File: config.mk
export PLATFORM = sky130hd
export DESIGN_NAME = pcileech_sysctl_seq_flat
export DESIGN_NICKNAME = d
export VERILOG_FILES = /design/src/rtl/pcileech_sysctl_seq_if.sv /design/src/rtl/pcileech_sysctl_seq.sv /design/src/flat_wrapper.sv
export SDC_FILE = /design/constraint.sdc
export NUM_CORES = 1
export LEC_CHECK = 0
export CAP_MARGIN = 20
export CELL_PAD_IN_SITES_DETAIL_PLACEMENT = 1
export CELL_PAD_IN_SITES_GLOBAL_PLACEMENT = 2
export CORE_MARGIN = 2
export CORE_UTILIZATION = 44
export DETAILED_ROUTE_END_ITERATION = 7
export PLACE_DENSITY_LB_ADDON = 0.1
export SLEW_MARGIN = 20
export SYNTH_ARGS = -nofsm -noshare
export SYNTH_HDL_FRONTEND = slang
export SYNTH_SLANG_ARGS = --single-unit
export TNS_END_PERCENT = 30
File: constraint.sdc
create_clock -name clk -period 5.6 [get_ports clk]
set_clock_uncertainty 0.05 [all_clocks]
set_input_delay 1.12 -clock clk [delete_from_list [all_inputs] [get_ports clk]]
set_output_delay 1.12 -clock clk [all_outputs]
set_load 0.01 [all_outputs]
File: src/rtl/pcileech_sysctl_seq_if.sv
`default_nettype none
// ----------------------------------------------------------------------------
// pcileech_sysctl_seq_if : button inputs and sequenced reset outputs. Rev 1.0
// ----------------------------------------------------------------------------
interface pcileech_sysctl_seq_if;
    logic       user_sw1_n;
    logic       user_sw2_n;
    logic       rst_sys;
    logic       rst_cfg_reload;
    logic       led_pwronblink;
    logic [1:0] seq_state;

    // master: board/pin side, drives the raw buttons and consumes the resets
    modport master (
        output user_sw1_n,
        output user_sw2_n,
        input  rst_sys,
        input  rst_cfg_reload,
        input  led_pwronblink,
        input  seq_state
    );

    modport slave (
        input  user_sw1_n,
        input  user_sw2_n,
        output rst_sys,
        output rst_cfg_reload,
        output led_pwronblink,
        output seq_state
    );
endinterface
`default_nettype wire

File: src/rtl/pcileech_sysctl_seq.sv
`default_nettype none
// ----------------------------------------------------------------------------
// pcileech_sysctl_seq : button conditioning, fabric reset and reload sequencer.
// Define PCILEECH_SYSCTL_DEBOUNCE_EN to build the button debounce filter. Rev 1.0
// ----------------------------------------------------------------------------
module pcileech_sysctl_seq #(
    parameter int unsigned PARAM_RST_CYCLES      = 64,
    parameter int unsigned PARAM_RELOAD_CYCLES   = 500000000,
    parameter int unsigned PARAM_DEBOUNCE_CYCLES = 1000000,
    parameter int unsigned PARAM_BLINK_BIT       = 24
) (
    input  wire logic             clk,
    input  wire logic             rst,
    pcileech_sysctl_seq_if.slave  sys
);
    typedef enum logic [1:0] {
        S_RESET  = 2'd0,
        S_RUN    = 2'd1,
        S_HOLD   = 2'd2,
        S_RELOAD = 2'd3
    } state_t;

    localparam logic [7:0]  c_RST_LAST    = 8'(PARAM_RST_CYCLES - 1);
    localparam logic [31:0] c_RELOAD_LAST = 32'(PARAM_RELOAD_CYCLES - 1);

    if (PARAM_RST_CYCLES < 1 || PARAM_RST_CYCLES > 256) begin : g_chk_rst
        $error("PARAM_RST_CYCLES must be in 1..256");
    end
    if (PARAM_RELOAD_CYCLES < 1) begin : g_chk_reload
        $error("PARAM_RELOAD_CYCLES must be at least 1");
    end
    if (PARAM_DEBOUNCE_CYCLES < 1) begin : g_chk_deb
        $error("PARAM_DEBOUNCE_CYCLES must be at least 1");
    end
    if (PARAM_BLINK_BIT + 3 > 63) begin : g_chk_blink
        $error("PARAM_BLINK_BIT must leave room for the 8-period window");
    end

    // bit 0 = button 1, bit 1 = button 2
    logic [1:0] sync1_q, sync1_d;
    logic [1:0] sync2_q, sync2_d;
    logic [1:0] sw_f;

    always_comb begin
        sync1_d = {sys.user_sw2_n, sys.user_sw1_n};
        sync2_d = sync1_q;
    end

    always_ff @(posedge clk or posedge rst) begin
        if (rst) begin
            sync1_q <= 2'b11;
            sync2_q <= 2'b11;
        end else begin
            sync1_q <= sync1_d;
            sync2_q <= sync2_d;
        end
    end

`ifdef PCILEECH_SYSCTL_DEBOUNCE_EN
    localparam int unsigned c_DEB_W = (PARAM_DEBOUNCE_CYCLES > 1) ? $clog2(PARAM_DEBOUNCE_CYCLES) : 1;
    localparam logic [c_DEB_W-1:0] c_DEB_LAST = c_DEB_W'(PARAM_DEBOUNCE_CYCLES - 1);

    for (genvar i = 0; i < 2; i++) begin : g_deb
        logic [c_DEB_W-1:0] cnt_q, cnt_d;
        logic               f_q, f_d;

        // counts consecutive disagreeing cycles; any agreeing cycle restarts it
        always_comb begin
            cnt_d = '0;
            f_d   = f_q;
            if (sync2_q[i] != f_q) begin
                if (cnt_q == c_DEB_LAST) begin
                    f_d = sync2_q[i];
                end else begin
                    cnt_d = cnt_q + 1'b1;
                end
            end
        end

        always_ff @(posedge clk or posedge rst) begin
            if (rst) begin
                cnt_q <= '0;
                f_q   <= 1'b1;
            end else begin
                cnt_q <= cnt_d;
                f_q   <= f_d;
            end
        end

        assign sw_f[i] = f_q;
    end
`else
    assign sw_f = sync2_q;
`endif

    state_t      state_q, state_d;
    logic [7:0]  rst_cnt_q, rst_cnt_d;
    logic [31:0] press_cnt_q, press_cnt_d;
    logic [63:0] uptime_q, uptime_d;
    logic        rst_sys_q, rst_sys_d;
    logic        rst_cfg_reload_q, rst_cfg_reload_d;
    logic        led_pwronblink_q, led_pwronblink_d;
    logic [1:0]  seq_state_q, seq_state_d;
    logic        blink;

    always_comb begin
        state_d = state_q;
        // release is tested before the threshold so it always wins over reload
        case (state_q)
            S_RESET: begin
                if (!sw_f[1])                    state_d = S_HOLD;
                else if (rst_cnt_q == c_RST_LAST) state_d = S_RUN;
            end
            S_RUN: begin
                if (!sw_f[1]) state_d = S_HOLD;
            end
            S_HOLD: begin
                if (sw_f[1])                           state_d = S_RESET;
                else if (press_cnt_q == c_RELOAD_LAST) state_d = S_RELOAD;
            end
            S_RELOAD: begin
                if (sw_f[1]) state_d = S_RESET;
            end
            default: state_d = S_RESET;
        endcase
    end

    always_comb begin
        rst_cnt_d   = rst_cnt_q;
        press_cnt_d = press_cnt_q;
        uptime_d    = uptime_q + 64'd1;

        if (state_d == S_RESET && state_q != S_RESET) begin
            rst_cnt_d = '0;
            uptime_d  = '0;
        end else if (state_q == S_RESET) begin
            rst_cnt_d = rst_cnt_q + 8'd1;
        end

        if (state_d == S_HOLD && state_q != S_HOLD) begin
            press_cnt_d = '0;
        end else if (state_q == S_HOLD) begin
            press_cnt_d = press_cnt_q + 32'd1;
        end
    end

    always_comb begin
        blink            = uptime_q[PARAM_BLINK_BIT] & (uptime_q[63:PARAM_BLINK_BIT+3] == '0);
        rst_sys_d        = (state_q != S_RUN);
        rst_cfg_reload_d = (state_q == S_RELOAD);
        led_pwronblink_d = ~sw_f[0] ^ blink;
        seq_state_d      = state_q;
    end

    always_ff @(posedge clk or posedge rst) begin
        if (rst) begin
            state_q          <= S_RESET;
            rst_cnt_q        <= '0;
            press_cnt_q      <= '0;
            uptime_q         <= '0;
            rst_sys_q        <= 1'b1;
            rst_cfg_reload_q <= 1'b0;
            led_pwronblink_q <= 1'b0;
            seq_state_q      <= 2'd0;
        end else begin
            state_q          <= state_d;
            rst_cnt_q        <= rst_cnt_d;
            press_cnt_q      <= press_cnt_d;
            uptime_q         <= uptime_d;
            rst_sys_q        <= rst_sys_d;
            rst_cfg_reload_q <= rst_cfg_reload_d;
            led_pwronblink_q <= led_pwronblink_d;
            seq_state_q      <= seq_state_d;
        end
    end

    assign sys.rst_sys        = rst_sys_q;
    assign sys.rst_cfg_reload = rst_cfg_reload_q;
    assign sys.led_pwronblink = led_pwronblink_q;
    assign sys.seq_state      = seq_state_q;

endmodule
`default_nettype wire

File: src/flat_wrapper.sv
// flat-port wrapper written by rule: the top's interface ports become plain ports
module pcileech_sysctl_seq_flat 
#(
    parameter int unsigned PARAM_RST_CYCLES      = 64,
    parameter int unsigned PARAM_RELOAD_CYCLES   = 500000000,
    parameter int unsigned PARAM_DEBOUNCE_CYCLES = 1000000,
    parameter int unsigned PARAM_BLINK_BIT       = 24
)
  (clk, rst, sys_user_sw1_n, sys_user_sw2_n, sys_rst_sys, sys_rst_cfg_reload, sys_led_pwronblink, sys_seq_state);
  pcileech_sysctl_seq_if sys_i ();
  input  wire logic clk;
  input  wire logic rst;
  input wire logic [$bits(sys_i.user_sw1_n)-1:0] sys_user_sw1_n;
  input wire logic [$bits(sys_i.user_sw2_n)-1:0] sys_user_sw2_n;
  output wire logic [$bits(sys_i.rst_sys)-1:0] sys_rst_sys;
  output wire logic [$bits(sys_i.rst_cfg_reload)-1:0] sys_rst_cfg_reload;
  output wire logic [$bits(sys_i.led_pwronblink)-1:0] sys_led_pwronblink;
  output wire logic [$bits(sys_i.seq_state)-1:0] sys_seq_state;
  assign sys_i.user_sw1_n = sys_user_sw1_n;
  assign sys_i.user_sw2_n = sys_user_sw2_n;
  assign sys_rst_sys = sys_i.rst_sys;
  assign sys_rst_cfg_reload = sys_i.rst_cfg_reload;
  assign sys_led_pwronblink = sys_i.led_pwronblink;
  assign sys_seq_state = sys_i.seq_state;
  pcileech_sysctl_seq #(.PARAM_RST_CYCLES(PARAM_RST_CYCLES), .PARAM_RELOAD_CYCLES(PARAM_RELOAD_CYCLES), .PARAM_DEBOUNCE_CYCLES(PARAM_DEBOUNCE_CYCLES), .PARAM_BLINK_BIT(PARAM_BLINK_BIT)) u_core (.clk(clk), .rst(rst), .sys(sys_i));
endmodule
# ---- Word-level counts from Yosys, hierarchy flattened
# Index checks and enable logic that the tools add are counted.
dict set report word_totals {
  reg_bits 115
  inputBits 4
  output_inout_bits 5
  word_cells 44
}
dict set report op_classes {
  eq_ne 8
  bitwise_logic 3
  addsub 3
  n_reduce_logical 8
  mux 12
}
# cell n
set ops {}
lappend ops {{$add A64 B1 Y64 const B} 1}
lappend ops {{$mux W32} 2}
lappend ops {{$mux W64} 1}
lappend ops {{$logic_not A37 Y1} 1}
lappend ops {{$add A32 B1 Y32 const B} 1}
lappend ops {{$eq A32 B29 Y1 const B} 1}
lappend ops {{$mux W8} 2}
lappend ops {{$mux W2} 6}
lappend ops {{$add A8 B1 Y8 const B} 1}
lappend ops {{$eq A8 B6 Y1 const B} 1}
lappend ops {{$pmux W2 S4} 1}
lappend ops {{$eq A2 B2 Y1 const B} 3}
lappend ops {{$reduce_bool A2 Y1} 3}
lappend ops {{$logic_not A2 Y1} 2}
lappend ops {{$eq A2 B1 Y1 const B} 1}
lappend ops {{$logic_and A1 B1 Y1} 2}
lappend ops {{$ne A2 B1 Y1 const B} 1}
lappend ops {{$ne A2 B2 Y1 const B} 1}
lappend ops {{$and A1 B1 Y1} 1}
lappend ops {{$not A1 Y1} 1}
lappend ops {{$xor A1 B1 Y1} 1}

# ---- Logic depth before layout (Yosys ltp)
dict set report logic_depth {
  word_depth 7
  ltp_mapped 8
  mapped_depth_nobuf 6
}

# ---- Least setup slack after synthesis
# No wires, ideal clock.
dict set report synth_path {
  kind {reg-to-reg}
  from {register u_core.uptime_q[0]}
  to {register u_core.uptime_q[54]}
  arrival_ns 2.071
  setup_slack_ns 3.401
  setup_time_ns 0.078
  required_ns 5.472
  path_stages_with_launch 9
  n_path_buf 2
  synth_period_minus_slack_ns 2.199
  path_cell_list {dfrtp_1 -> ha_1 -> and4_1 -> clkbuf_1 -> nand4_1 -> or4_1 -> clkbuf_1 -> or3_1 -> a21oi_1}
}
dict set report synth_via {
  elab_chain_len 2
}
# element line
set synth_lines {}
lappend synth_lines {{start, declared} pcileech_sysctl_seq.sv:99} ;# logic [63:0] uptime_q, uptime_d;
lappend synth_lines {{start signal, assigned} pcileech_sysctl_seq.sv:169} ;# uptime_q <= uptime_d;
lappend synth_lines {{$add A64 B1 Y64} pcileech_sysctl_seq.sv:131} ;# uptime_d = uptime_q + 64'd1;
lappend synth_lines {{$mux W64} pcileech_sysctl_seq.sv:133} ;# if (state_d == S_RESET && state_q != S_RESET) begin
lappend synth_lines {{net u_core.uptime_d[54]} pcileech_sysctl_seq.sv:99}
# The timed path passes the listed nets, and every way through them passes these cells.
# A chain may end at the register's enable or synchronous reset.

# ---- Final worst setup path
dict set report layout_path {
  from {register u_core.state_q[1], in the netlist u_core.seq_state_d[1]}
  to {register u_core.press_cnt_q[28]}
}
dict set report layout_via {
  elab_chain_len 6
  word_cells_on_any_way 16
  classes_between {5 x eq/ne; 8 x mux; 3 x reduce/logical}
}
# element line
set layout_lines {}
lappend layout_lines {{start, declared} pcileech_sysctl_seq.sv:96} ;# state_t state_q, state_d;
lappend layout_lines {{start signal, assigned} pcileech_sysctl_seq.sv:166} ;# state_q <= state_d;
lappend layout_lines {{$mux W2, on equally long branches} {pcileech_sysctl_seq.sv:119, pcileech_sysctl_seq.sv:112}}
lappend layout_lines {{$mux W2, on equally long branches} {pcileech_sysctl_seq.sv:118, pcileech_sysctl_seq.sv:111}}
lappend layout_lines {{$pmux W2 S4} pcileech_sysctl_seq.sv:109} ;# case (state_q)
lappend layout_lines {{$eq A2 B2 Y1} pcileech_sysctl_seq.sv:140} ;# if (state_d == S_HOLD && state_q != S_HOLD) begin
lappend layout_lines {{$logic_and A1 B1 Y1} pcileech_sysctl_seq.sv:140}
lappend layout_lines {{$mux W32 / $reduce_bool A2 Y1 (equally long branches)} n/a}
lappend layout_lines {{end signal, assigned} pcileech_sysctl_seq.sv:168} ;# press_cnt_q <= press_cnt_d;
lappend layout_lines {{end, declared} pcileech_sysctl_seq.sv:98} ;# logic [31:0] press_cnt_q, press_cnt_d;
# Several ways; a longest one is shown, not always the timed one.

==> results.json <==
{
  "grt.total_usage_pct": 22.4,
  "yosysWarnings": 0,
  "drv_slew": 0,
  "status": "complete, no violations",
  "fin_nets": 616,
  "ir_drop_mv": 0.234,
  "synthTopCellsByCount": "dfrtp_1 (110), nor2_1 (57), nand2_1 (50)",
  "port-buffer-count": 8,
  "timing.fmax_mhz": 369,
  "dr.pass1.iters": 4,
  "fin_area_um2": 6710,
  "post-synth-top-count-cell": "dfrtp_1",
  "crit_fanout": 20,
  "hold_slack_ns": 0.306,
  "vias": 4732,
  "initial_core_util_pct": 44.6,
  "fin_crit_sh_pct": 48.4,
  "yosys.area.top_type": "dfrtp_1",
  "synthToLayoutAreaGrowth_pct": 14.4,
  "synthMuxAreaShare_pct": 3.09,
  "drtAntennaViolNets": 0,
  "post_drt_wl_per_cell_um": 18.3,
  "layout_setup_ws_ns": 2.89,
  "ys_seq_elements": 115,
  "finalSetupViolations": 0,
  "slew_headroom_pct": 42.0,
  "finalWeightedCongestion": 0.804,
  "synth-simple-area-share_pct": 29.4,
  "cts_buffers": 17,
  "stdcell_count": 798,
  "diodes": 0,
  "die-area_um2": 14300,
  "clock_latency_ns": 0.42,
  "worstMarginPinSlew_ns": 0.870,
  "syn_nets": 615,
  "start_kind": "register",
  "crit_required_ns": 5.89,
  "async_flop_share_pct": 100,
  "cts_tree": "done",
  "hpwl_um": 9380,
  "p_per_area_nw_per_um2": 318,
  "synthTopCellsByArea": "dfrtp_1 (47%), nand4_1 (4.8%), xor2_1 (4.0%), nor2_1 (3.6%), xnor2_1 (3.6%)",
  "antenna_found_initial": 0,
  "place_area_um2": 6070,
  "syn_inst": 608,
  "grt_pass1_vias": 4936,
  "cap_violations": 0,
  "fin_crit_ns": 2.71,
  "cp.arrival_ns": 3.00,
  "grt_pass1_wl_um": 25100,
  "synth-edff-count": 0,
  "die_w_um": 119,
  "power_leakage_nw": 2.80,
  "holdBufCountCts": 0,
  "hold_class": "reg2reg",
  "routed_wirelength_um": 14600,
  "grt-ovfl-total": 0,
  "hold_viol": 0,
  "post_cts_buffers": 0,
  "synth_top_family_by_area": "simple AND/OR/NAND/NOR gates",
  "netlist_area_um2": 5860,
  "cts_max_path_buffers": 2,
  "grt_max_degree": 69,
  "drive_above_1_share_pct": 8.20,
  "clk_pin_slew_ns": 0.06,
  "num_rows": 42,
  "critPathKind": "reg2reg",
  "synth_top_area_share_pct": 46.9,
  "cts.sinks": 115,
  "core_area_um2": 13100,
  "synth-seq-area-share_pct": 49.2,
  "post_drt_via_cell_ratio": 5.93,
  "rsz0062_at_grt": "no",
  "synth_compound_area_share_pct": 7.53,
  "dp.cells": 766,
  "initialDrtViolationCount": 206,
  "crit_path_end_kind": "register",
  "cts-root-buf": "clkbuf_16",
  "io_pins": 9,
  "avgSynthCellArea_um2": 9.65,
  "postCtsResizedCells": 0,
  "die_h_um": 119,
  "drc": 0,
  "tns_ns": 0,
  "synthFlopType": "dfrtp_1",
  "pre_cts_ws_ns": 2.61,
  "yosys.area_share.adder_pct": 0.640,
  "yosys.area_share.xor_xnor_pct": 7.62,
  "htree_levels": 4,
  "synth_cell_type_count": 41
}
[report_power, final]
| group | switching, mW | total (mW) | internal, mW |
|---|---|---|---|
| Clock | 0.385 | 1.17 | 0.787 |
| Sequential | 0.0250 | 0.880 | 0.855 |
| Combinational | 0.0523 | 0.0820 | 0.0296 |
[final timing paths]
path                                            start                      to  slack (ns)  cells after the start
worst min-delay path                u_core.sync1_q[1]          u_core.sw_f[1]        0.31                      0
worst min register to register      u_core.sync1_q[1]          u_core.sw_f[1]        0.31                      0
min in group asynchronous                         rst      u_core.uptime_q[3]        1.17                      2
worst max register to register  u_core.seq_state_d[1]  u_core.press_cnt_q[28]        2.89                      5
max in group asynchronous                         rst  u_core.press_cnt_q[18]        3.16                      3
worst max-delay path            u_core.seq_state_d[1]  u_core.press_cnt_q[28]        2.89                      5
[metal layers]
metal / vias up / track usage (%) / part of all wire (%)
met4: 0 / 6.62 / 1.4
met2: 65 / 35.3 / 48
met5: - / 0 / 0
li1: 2232 / - / -
met3: 22 / 6.27 / 3.3
met1: 2413 / 30.0 / 48
[worst max-delay path: stages, from the launching register on]
cell and delay [ns]:
dfrtp_1 0.72, nand3b_1 0.35, nor3_1 0.49, nand2b_1 0.36, nor4_1 0.41, mux2i_1 0.24
[stage by stage]
step / utilization [%] / total power [mW]
2_1_floorplan: - / 0.948
3_3_place_gp: 46.2 / 0.971
3_5_place_dp: 46.2 / 0.977
4_1_cts: 51.1 / 2.15
5_1_grt: 51.1 / 2.21
6_report: 51.1 / 2.13
[sequential cells by signal (all words and copies together) (netlist names)]
| register | flops |
|---|---|
| u_core.sync1_q | 2 |
| u_core.sys.seq_state | 2 |
| u_core.sys.led_pwronblink | 1 |
| u_core.uptime_q | 64 |
| u_core.seq_state_d | 2 |
| u_core.sys.rst_cfg_reload | 1 |
| u_core.sw_f | 2 |
| u_core.rst_cnt_q | 8 |
| u_core.sys.rst_sys | 1 |
| u_core.press_cnt_q | 32 |
[layout make-up]
type / count / area (µm²)
Clock inverter: 10 / 153
Clock buffer: 22 / 484
Sequential cell: 115 / 2880
Fill cell: 1496 / 6430
Timing Repair Buffer: 10 / 95.1
Multi-Input combinational cell: 456 / 2840
Inverter: 9 / 36.3
Tap cell: 176 / 220
[cell families after synthesis]
logic type / count (synthesis)
xor gates and xnor gates: 51
muxes: 18
and+or+nand+nor: 309
AOI/OAI and AO/OA: 75
buffers and inverters: 37
adders and majority gates: 3
DFF: 115
[cells in the final DEF, fill, tap and decap left out, drive strengths merged, types with 4 or more instances in the layout]
master         count
nor4              21
xnor2             24
dfrtp            110
clkinv             5
o31ai             11
bufinv             4
nand4             47
clkdlybuf4s50      8
a21oi             26
or4                8
nand2             50
inv                9
clkbuf            22
nor2              57
o21ai             26
xor2              27
and3              16
o211ai             4
mux2i             17
and4              15
or2                4
nor2b              5
or3               20
nor3               9
and2               9
dfstp              5
nand3             34
Power figures use the tool's default switching activity.
